**src/rtl/screen_sequencer.sv**
```systemverilog
// rtl/screen_sequencer.sv - screen/game-flow sequencer for a two-player tank game.
module screen_sequencer #(
  parameter int LIVES    = 3,
  parameter int WIN_HOLD = 120
) (
  input  logic       clk,
  input  logic       reset,
  input  logic       frame_tick,
  input  logic       start,
  input  logic       yes,
  input  logic       no,
  input  logic       hit1,
  input  logic       hit2,
  output logic [2:0] screen_sel,
  output logic [1:0] player_screen,
  output logic       reset_plyrScrn,
  output logic [1:0] lives1,
  output logic [1:0] lives2
);

  typedef enum logic [2:0] {
    S_TITLE  = 3'd0,
    S_PLAY   = 3'd1,
    S_WIN1   = 3'd2,
    S_WIN2   = 3'd3,
    S_DRAW   = 3'd4,
    S_PROMPT = 3'd5
  } state_t;

  localparam logic [1:0] LIVES_INIT = 2'(LIVES);
  localparam logic [7:0] HOLD_LAST  = 8'(WIN_HOLD - 1);

  state_t     state_q, state_d;
  state_t     pend_st_q, pend_st_d;
  logic       pend_vld_q, pend_vld_d;
  logic       start_q, start_d, yes_q, yes_d, no_q, no_d;
  logic       armed_q, armed_d;
  logic [1:0] lives1_q, lives1_d, lives2_q, lives2_d;
  logic [7:0] hold_q, hold_d;
  logic [1:0] pscr_q, pscr_d;
  logic       rst_ps_q, rst_ps_d;

  state_t     req_st;
  logic       req_vld;
  logic [1:0] l1, l2;
  logic       start_edge, yes_edge, no_edge;

  // armed_q masks the first cycle after reset so a level held through release is not an edge
  assign start_edge = armed_q & start & ~start_q;
  assign yes_edge   = armed_q & yes & ~yes_q;
  assign no_edge    = armed_q & no & ~no_q;

  always_comb begin
    state_d    = state_q;
    pend_st_d  = pend_st_q;
    pend_vld_d = pend_vld_q;
    start_d    = start;
    yes_d      = yes;
    no_d       = no;
    armed_d    = 1'b1;
    lives1_d   = lives1_q;
    lives2_d   = lives2_q;
    hold_d     = hold_q;
    pscr_d     = pscr_q;
    rst_ps_d   = rst_ps_q;
    req_vld    = 1'b0;
    req_st     = state_q;
    l1         = lives1_q;
    l2         = lives2_q;

    case (state_q)
      S_TITLE: begin
        if (start_edge) begin
          req_vld = 1'b1;
          req_st  = S_PLAY;
        end
      end
      S_PLAY: begin
        if (!pend_vld_q) begin
          if (hit1 && lives1_q != 2'd0) l1 = lives1_q - 2'd1;
          if (hit2 && lives2_q != 2'd0) l2 = lives2_q - 2'd1;
          lives1_d = l1;
          lives2_d = l2;
          if (l1 == 2'd0 && l2 == 2'd0) begin
            req_vld = 1'b1;
            req_st  = S_DRAW;
          end else if (l1 == 2'd0) begin
            req_vld = 1'b1;
            req_st  = S_WIN2;
          end else if (l2 == 2'd0) begin
            req_vld = 1'b1;
            req_st  = S_WIN1;
          end
        end
      end
      S_WIN1, S_WIN2, S_DRAW: begin
        if (frame_tick) hold_d = hold_q + 8'd1;
        if (hold_q == HOLD_LAST) begin
          req_vld = 1'b1;
          req_st  = S_PROMPT;
        end
      end
      S_PROMPT: begin
        if (no_edge) begin
          req_vld = 1'b1;
          req_st  = S_TITLE;
        end else if (yes_edge) begin
          req_vld = 1'b1;
          req_st  = S_PLAY;
        end
      end
      default: begin
        req_vld = 1'b1;
        req_st  = S_TITLE;
      end
    endcase

    if (req_vld) begin
      pend_vld_d = 1'b1;
      pend_st_d  = req_st;
    end

    // state and every screen-facing output change together on the committing tick
    if (frame_tick && pend_vld_d) begin
      state_d    = pend_st_d;
      pend_vld_d = 1'b0;
      hold_d     = 8'd0;
      rst_ps_d   = 1'b1;
      case (pend_st_d)
        S_PLAY: begin
          lives1_d = LIVES_INIT;
          lives2_d = LIVES_INIT;
          pscr_d   = 2'b00;
          rst_ps_d = 1'b0;
        end
        S_WIN1:   pscr_d = 2'b01;
        S_WIN2:   pscr_d = 2'b10;
        S_DRAW:   pscr_d = 2'b11;
        S_PROMPT: pscr_d = pscr_q;
        default:  pscr_d = 2'b00;
      endcase
    end
  end

  always_ff @(posedge clk or negedge reset) begin
    if (!reset) begin
      state_q    <= S_TITLE;
      pend_st_q  <= S_TITLE;
      pend_vld_q <= 1'b0;
      start_q    <= 1'b0;
      yes_q      <= 1'b0;
      no_q       <= 1'b0;
      armed_q    <= 1'b0;
      lives1_q   <= 2'd0;
      lives2_q   <= 2'd0;
      hold_q     <= 8'd0;
      pscr_q     <= 2'b00;
      rst_ps_q   <= 1'b1;
    end else begin
      state_q    <= state_d;
      pend_st_q  <= pend_st_d;
      pend_vld_q <= pend_vld_d;
      start_q    <= start_d;
      yes_q      <= yes_d;
      no_q       <= no_d;
      armed_q    <= armed_d;
      lives1_q   <= lives1_d;
      lives2_q   <= lives2_d;
      hold_q     <= hold_d;
      pscr_q     <= pscr_d;
      rst_ps_q   <= rst_ps_d;
    end
  end

  assign screen_sel     = state_q;
  assign player_screen  = pscr_q;
  assign reset_plyrScrn = rst_ps_q;
  assign lives1         = lives1_q;
  assign lives2         = lives2_q;

endmodule

```
**config.mk**
```make
export PLATFORM = sky130hd
export DESIGN_NAME = screen_sequencer
export DESIGN_NICKNAME = d
export VERILOG_FILES = /design/src/rtl/screen_sequencer.sv
export SDC_FILE = /design/constraint.sdc
export NUM_CORES = 1
export LEC_CHECK = 0
export CAP_MARGIN = 15
export CORE_MARGIN = 2
export CORE_UTILIZATION = 57
export CTS_BUF_LIST = sky130_fd_sc_hd__clkbuf_16
export CTS_CLUSTER_SIZE = 16
export DETAILED_ROUTE_END_ITERATION = 8
export GPL_ROUTABILITY_DRIVEN = 1
export PLACE_DENSITY = 0.87
export SYNTH_ARGS = -nofsm -noshare
export SYNTH_HDL_FRONTEND = slang
export SYNTH_SLANG_ARGS = --single-unit
```
**constraint.sdc**
```tcl
create_clock -name clk -period 4.6 [get_ports clk]
set_input_delay 0.92 -clock clk [delete_from_list [all_inputs] [get_ports clk]]
set_output_delay 0.92 -clock clk [all_outputs]
set_load 0.1 [all_outputs]
```
# Word-level counts from Yosys, hierarchy flattened
# Index checks and enable logic that the tools add are counted.
# op_classes
n_addsub,3
n_eq_ne,11
mux,40
n_bitwise,10
n_reduce_logical,14
# ops
cell,n
2-bit 2-to-1 mux,14
3-bit 2-to-1 mux,9
8-bit 2-to-1 mux,3
3-bit by 2-bit == test with 1-bit output (second input constant),4
3-bit == test (second input constant),4
3-bit case mux with 4 select lines,1
1-bit 2-to-1 mux,11
8-bit by 1-bit adder with 8-bit output (second input constant),1
8-bit by 7-bit == test with 1-bit output (second input constant),1
2-bit case mux with 4 select lines,1
2-bit nonzero test,4
1-bit AND,6
3-bit by 1-bit == test with 1-bit output (second input constant),2
1-bit logical AND,4
2-bit zero test,2
1-bit NOT,4
1-bit case mux with 4 select lines,1
2-bit AND reduction,2
2-bit by 1-bit subtractor with 2-bit output (second input constant),2
3-bit zero test,1
3-bit OR reduction,1
# word_totals
regBits,26
in_bits,8
output_inout_bits,10

# Longest topological paths before layout
# Gate-level depths: netlist of the first run.
# logic_depth
depth_word,15
depth_mapped,11
ltp_nobuf,9

# Worst setup path before layout of the first run
# No wires, ideal clock.
# synth_timing
path_type,register -> register
start,register lives2_q[0] (netlist: lives2[0])
end,register rst_ps_q (netlist: reset_plyrScrn)
setup_ns,0.078
t_arrival_ns,3.275
t_required_ns,4.522
path_slack_ns,1.247
path_stages_with_launch,11
path_buffers,1
synth_period_minus_slack_ns,3.353
cell_sequence,dfrtp_1 > inv_1 > ha_1 > nand4b_1 > o31a_1 > nand2_1 > a221o_1 > buf_2 > mux2_4 > or4b_4 > o21a_1
# synth_via
elab_chain_cells,14
# synth_rtl
item,line,rtl
"start, declared",38,"logic [1:0] lives1_q, lives1_d, lives2_q, lives2_d;"
"start signal, assigned",168,lives2_q <= lives2_d;
"parallel branches: the longest is 2 deep, another holds 2-bit by 1-bit subtractor with 2-bit output",-,
2-bit 2-to-1 mux *,81,if (hit2 && lives2_q != 2'd0) l2 = lives2_q - 2'd1;
2-bit 2-to-1 mux *,79,if (!pend_vld_q) begin
2-bit 2-to-1 mux *,71,case (state_q)
2-bit zero test *,"84, 90",
3-bit 2-to-1 mux / 1-bit 2-to-1 mux (equally long branches),90,end else if (l2 == 2'd0) begin
3-bit 2-to-1 mux / 1-bit 2-to-1 mux (equally long branches),87,end else if (l1 == 2'd0) begin
3-bit 2-to-1 mux / 1-bit 2-to-1 mux (equally long branches),84,if (l1 == 2'd0 && l2 == 2'd0) begin
3-bit 2-to-1 mux / 1-bit 2-to-1 mux (equally long branches),79,
3-bit case mux with 4 select lines / 1-bit case mux with 4 select lines (equally long branches),71,
3-bit 2-to-1 mux *,118,if (req_vld) begin
net pend_st_d[2],34,"state_t pend_st_q, pend_st_d;"
3-bit by 1-bit == test with 1-bit output *,129,case (pend_st_d)
1-bit 2-to-1 mux *,129,
"end signal, assigned",171,rst_ps_q <= rst_ps_d;
"end, declared",41,"logic rst_ps_q, rst_ps_d;"
# Mark *: on every way through the listed nets, which the timed path passes. The select of a mux whose other input is x is not followed.
# A chain may end at the register's enable or synchronous reset.

# Final worst setup path of the first run
# layout_timing
start,input no
end,register rst_ps_q (netlist: reset_plyrScrn)
# layout_via
elab_chain_cells,7
# layout_rtl
item,line,rtl
"start, declared",11,"input logic no,"
1-bit AND * (2 in a row),51,assign no_edge = armed_q & no & ~no_q;
3-bit 2-to-1 mux / 1-bit 2-to-1 mux (equally long branches),104,if (no_edge) begin
3-bit case mux with 4 select lines / 1-bit case mux with 4 select lines (equally long branches),71,
3-bit 2-to-1 mux *,118,
net pend_st_d[2],34,
3-bit by 1-bit == test with 1-bit output *,129,
1-bit 2-to-1 mux *,129,
# Mark *: on every way through the listed nets, which the timed path passes. The rest lies on a longest branch.

==> impl_metrics.toml, run 1 <==
[floorplan]
boundaryPins = 18
fp.dieW_um = 52.4
chipHeight_um = 52.4
core.rowCount = 17
initial_utilization_pct = 60.4
core_um2 = 2210
dieArea_um2 = 2750

[cells_and_area]
seq_area_um2 = 652
n_fill_cell = 146
finalNetCount = 165
multi_input_area_um2 = 641
num_antenna_cells = 0
final_core_util_pct = 73.3
drive_gt1_share_pct = 5.88
area_growth_pct = 21.3
final_cells = 181

[placement]
dp_hpwl_mm = 1.82
dp.cells = 176
port_buffers = 17
gp_congestion = 0.795

[clocking]
cts.root.buffer_cell = "clkbuf_16"
clk_pin_slew_ps = 60
clock_latency_ps = 260
cts_buffers = 3
post_cts.repair.setup_buffers = 0
ctsHtreeMaxLevel = 1
cts.hold.buffers_added = 0
cts_tree = "built"
cts_resized = 0
cts_sinks = 26
clock_path_buffers = 2

[run]
maxCapViolCount = 0

[detailed_routing]
drtIter0Drc = 17
routed-via-count = 1017
wl_per_cell_um = 13.6
ant_nets = 0
viasPerCell = 5.62
drcViolationCount = 0
drt-total-wl_mm = 2.46
firstDrtPassIters = 7

[setup_path]
worstSetupPathType = "in2reg"
worstPathRequired_ps = 4790
crit_path_end_kind = "register"
crit_path_start_kind = "input pin"
crit_fanout = 7
critPathArrivalTime_ps = 3470
r2r_slack_ps = 1820
worst-r2r-cell-count = 9

[synth]
ys_top_cells_by_count = "dfrtp_1 (25), nand2_1 (18), nor2_1 (12)"
yosysTopAreaCell = "dfrtp_1"
avgSynthCellArea_um2 = 9.97
synth-edff-count = 0
synth-seq-cells = 26
synth_cell_types = 40
ys_seq_area_share_pct = 48.8
yosysTopAreaCellShare_pct = 46.8
netlist_top_cells_area = "dfrtp_1 (47%), nand2_1 (5.1%), xnor2_1 (3.9%), nor2_1 (3.4%), xor2_1 (3.3%)"
ys_async_sr_fraction_pct = 100
mappedNetlistArea_um2 = 1340
synth_nets = 145
synthFlopType = "dfrtp_1"
synth_most_common_cell = "dfrtp_1"
syn_inst = 134
yosys_warnings = 0

[timing]
whs_ps = 542
setup-violations-final = 0
period_minus_slack_ps = 3280
tns_ps = 0
maxSlewHeadroom_pct = 35.1
clock_skew_ps = 3.58
worst_slew_pin_slew_ps = 971
fmaxAchievable_mhz = 305
hold_violations = 0
rsz0062_at_grt = "false"
fin_crit_sh_pct = 71.2
slew_viol_final = 0

[global_routing]
grt-ovfl-total = 0
grt_max_degree = 27
antenna_found_initial = 0
grt_pass1_vias = 975
grt_pass1_wl_mm = 4.17
grtUsageTotal_pct = 20.6

[outcome]
status = "complete, no violations"

[power_and_ir_drop]
power_density_nw_per_um2 = 747
total_leakage_power_nw = 0.727
vdd_drop_max_mv = 0.591

[hold_path]
min_path_type = "reg2reg"
worstHoldPathCells = 1
==> cells by family after synthesis <==
group | synth area share, %
mux | 3.65
buf+inv | 3.28
compound gates | 13.3
flops | 48.8
other cells | 0.281
xor+xnor | 7.21
simple gates | 20.7
fa+ha+maj | 2.81
==> sequential cells by signal, indices dropped and copies added (netlist names) <==
| register | cells |
|---|---|
| armed_q | 1 |
| pend_st_q | 3 |
| player_screen | 2 |
| screen_sel | 3 |
| lives1 | 2 |
| start_q | 1 |
| pend_vld_q | 1 |
| yes_q | 1 |
| hold_q | 8 |
| lives2 | 2 |
| reset_plyrScrn | 1 |
| no_q | 1 |
==> path summary, 6_finish.rpt <==
kind                                start              to
min in group asynchronous           reset       hold_q[5]
setup reg to reg                lives2[0]  reset_plyrScrn
hold / removal             reset_plyrScrn  reset_plyrScrn
hold reg to reg            reset_plyrScrn  reset_plyrScrn
max in group asynchronous           reset  reset_plyrScrn
setup / recovery                       no  reset_plyrScrn
==> layout make-up <==
| type | instances | share of cell area, % |
|---|---|---|
| Sequential cell | 26 | 40.2 |
| Multi-Input combinational cell | 97 | 39.5 |
| Timing Repair Buffer | 18 | 11.4 |
| Clock buffer | 3 | 4.63 |
| Tap cell | 28 | 2.16 |
| Inverter | 8 | 1.85 |
| Clock inverter | 1 | 0.231 |
==> through the flow <==
stage | power (mW) | setup slack [ps] | area [µm²]
floorplan | 0.882 | 1250 | 1340
global placement | 1.00 | 1110 | 1530
detailed placement | 1.02 | 1070 | 1530
CTS | 1.21 | 1330 | 1610
global route | 1.28 | 1240 | 1620
finish | 1.21 | 1320 | 1620
==> layout by cell type (no fill, tap or decap), types with 3 or more instances in the layout <==
master	Yosys	layout
inv_1	8	8
xor2_1	5	5
clkbuf_16	0	3
xnor2_1	6	6
clkdlybuf4s50_1	0	17
o21ai_0	3	3
nand2_1	18	18
o31a_1	4	4
nor2b_1	6	6
nor2_1	12	12
dfrtp_1	25	25
ha_1	3	3
nand3_1	3	3
nand2b_1	3	3
==> routing by layer <==
| metal | part of all wire (%) | vias up | global-route usage [%] |
|---|---|---|---|
| met3 | 5.1 | 2 | 3.71 |
| met1 | 47 | 481 | 26.0 |
| met2 | 47 | 29 | 34.8 |
| met5 | 0 | - | 0 |
| li1 | - | 505 | - |
| met4 | 0.85 | 0 | 8.12 |
==> power by group <==
group	leakage (nW)	switching, mW	internal [mW]
Combinational	0.355	0.461	0.207
Clock	0.0385	0.0735	0.116
Sequential	0.332	0.0612	0.293
Total	0.727	0.596	0.615
==> critical path, stage by stage <==
cell             delay [ps]
clkdlybuf4s50_1         420
nor2b_1                 150
o2111a_1                260
o31a_1                  250
a221o_1                 380
mux2_4                  380
or4b_4                  580
o21a_1                  130
(Power assumes the default switching activity.)
==> run 2, diff against run 1 <==
--- a/config.mk
+++ b/config.mk
@@ -7,12 +7,12 @@
 export LEC_CHECK = 0
 export CAP_MARGIN = 15
 export CORE_MARGIN = 2
-export CORE_UTILIZATION = 57
+export CORE_UTILIZATION = 53
 export CTS_BUF_LIST = sky130_fd_sc_hd__clkbuf_16
 export CTS_CLUSTER_SIZE = 16
 export DETAILED_ROUTE_END_ITERATION = 8
 export GPL_ROUTABILITY_DRIVEN = 1
-export PLACE_DENSITY = 0.87
+export PLACE_DENSITY = 0.82
 export SYNTH_ARGS = -nofsm -noshare
 export SYNTH_HDL_FRONTEND = slang
 export SYNTH_SLANG_ARGS = --single-unit
==> constraint.sdc (replaced) <==
create_clock -name clk -period 3.35 [get_ports clk]
set_input_delay 0.67 -clock clk [delete_from_list [all_inputs] [get_ports clk]]
set_output_delay 0.67 -clock clk [all_outputs]
set_load 0.1 [all_outputs]
==> run 2 against run 1 <==
Net effect: combinational power up 39%; register-to-register slack worse by 1300 ps; setup slack got worse by 1000 ps; worst hold slack improved by 2.9 ps; utilization decreased by 7.5 points; count of clock-buffer cells in the layout unchanged; first-iteration DRC count fell by 5.9%; global-route usage rose by 1.6 points; final area decreased by 1.3%; cell count grew 1.7%; critical endpoint is now lives2[1].
==> impl_metrics.toml, run 2 (synthesis results as in run 1) <==
[setup_path]
worstPathRequired_ps = 3520
crit_path_end_kind = "register"
path_buf_inv = 1
crit_fanout = 7
crit_start = "hit1"
crit_path_start_kind = "input pin"
crit_family = "simple AND/OR/NAND/NOR gates"
crit_chain = "clkdlybuf4s50_1 -> nor2b_1 -> o31a_1 -> nand2_1 -> a221o_1 -> mux2_4 -> or4b_4 -> o211ai_1"
critPathArrivalTime_ps = 3240
slowest_stage = "or4b_4"
timing.rr.start = "lives1[0]"
cp_slowest_stage_delay_ps = 590
worstSetupPathType = "in2reg"

[detailed_routing]
drt-total-wl_mm = 2.88
viasPerCell = 5.60
drtIter0Drc = 16
ant_nets = 0
routed-via-count = 1030
wl_per_cell_um = 15.7
drcViolationCount = 0
firstDrtPassIters = 4

[cells_and_area]
finalNetCount = 166
final_common_cell = "dfrtp_1"
n_fill_cell = 200
largest-register = "hold_q"
area_growth_pct = 19.8
drive_gt1_share_pct = 13.6
largest_reg_flops = 8
layout_common_cells = "dfrtp_1 (24), nand2_1 (18), nor2_1 (12), buf_4 (12), inv_1 (8)"
num_antenna_cells = 0

[timing]
fin_crit_sh_pct = 91.4
period_minus_slack_ps = 3060
clock_skew_ps = 3.52
slew_viol_final = 0
hold_violations = 0
maxSlewHeadroom_pct = 63.5
fmaxAchievable_mhz = 327
setup-violations-final = 0
rsz0062_at_grt = "false"
fin_ws_ps = 289
worst_slew_pin_slew_ps = 547
whs_ps = 545
tns_ps = 0

[power_and_ir_drop]
p_switching_mw = 0.846
power.total_mw = 1.69
power_density_nw_per_um2 = 1050
intPower_mw = 0.839
switching_share_pct = 50.2
clkPwrFrac_pct = 15.7
combPwrFrac_pct = 55.0
vdd_drop_max_mv = 0.648
total_leakage_power_nw = 0.739
p_seq_share_pct = 29.3

[floorplan]
boundaryPins = 18
core.rowCount = 18
initial_utilization_pct = 54.9
dieArea_um2 = 2940
fp.dieW_um = 54.2
core_um2 = 2430
chipHeight_um = 54.2

[clocking]
cts_tree = "built"
cts.hold.buffers_added = 0
clk_pin_slew_ps = 60
clock_path_buffers = 2
ctsHtreeMaxLevel = 1
cts_resized = 0
clock_latency_ps = 260
cts_buffers = 3
cts.root.buffer_cell = "clkbuf_16"
cts_sinks = 26
post_cts.repair.setup_buffers = 0

[hold_path]
min_path_type = "reg2reg"
hold_path_startpoint = "reset_plyrScrn"

[global_routing]
grt-ovfl-total = 0
grt_max_degree = 27
grt_pass1_vias = 992
grt_pass1_wl_mm = 4.64
grtUsageTotal_pct = 22.2
antenna_found_initial = 0

[placement]
port_buffers = 17
gp_congestion = 0.884
dp_hpwl_mm = 2.14
pre_cts_ws_ps = 42.7

[outcome]
status = "complete, no violations"

[run]
maxCapViolCount = 0
## run 2: path summary, 6_finish.rpt
path | end | slack (ps) | cells past startpoint
worst min-delay path | reset_plyrScrn | 540 | 1
worst max-delay path | lives2[1] | 290 | 8
worst max register to register | lives2[1] | 500 | 9
min in group asynchronous | armed_q | 780 | 2
max in group asynchronous | reset_plyrScrn | 2280 | 2
worst min register to register | reset_plyrScrn | 540 | 1
## run 2: layout make-up
| type | instances | area, µm² | share of cell area (%) |
|---|---|---|---|
| Clock inverter | 1 | 3.75 | 0.235 |
| Timing Repair Buffer | 19 | 160 | 10.0 |
| Tap cell | 30 | 37.5 | 2.35 |
| Sequential cell | 26 | 653 | 40.8 |
| Inverter | 8 | 30.0 | 1.88 |
| Multi-Input combinational cell | 97 | 641 | 40.0 |
| Clock buffer | 3 | 75.1 | 4.69 |
## run 2: through the flow
step / cells / util, % / instance area, µm²
floorplan: 134 / - / 1340
global placement: 180 / 62.6 / 1520
detailed placement: 180 / 62.6 / 1520
CTS: 184 / 65.8 / 1600
global route: 184 / 65.8 / 1600
finish: 184 / 65.8 / 1600
## run 2: routing by layer
layer  vias up  GRT usage (%)  part of all wire [%]
met5         -              0                     0
met4         0           5.83                  0.73
met3         2           4.37                   3.5
met2        23           39.0                    54
met1       503           27.7                    42
li1        502              -                     -
## run 2: power groups by stage
stage	Clock, mW	Combinational [mW]	Sequential, mW
final	0.265	0.926	0.494
after global routing	0.278	0.992	0.508
after CTS	0.266	0.924	0.494
after detailed placement	0	0.922	0.499
after global placement	0	0.883	0.490
after floorplan	0	0.397	0.816
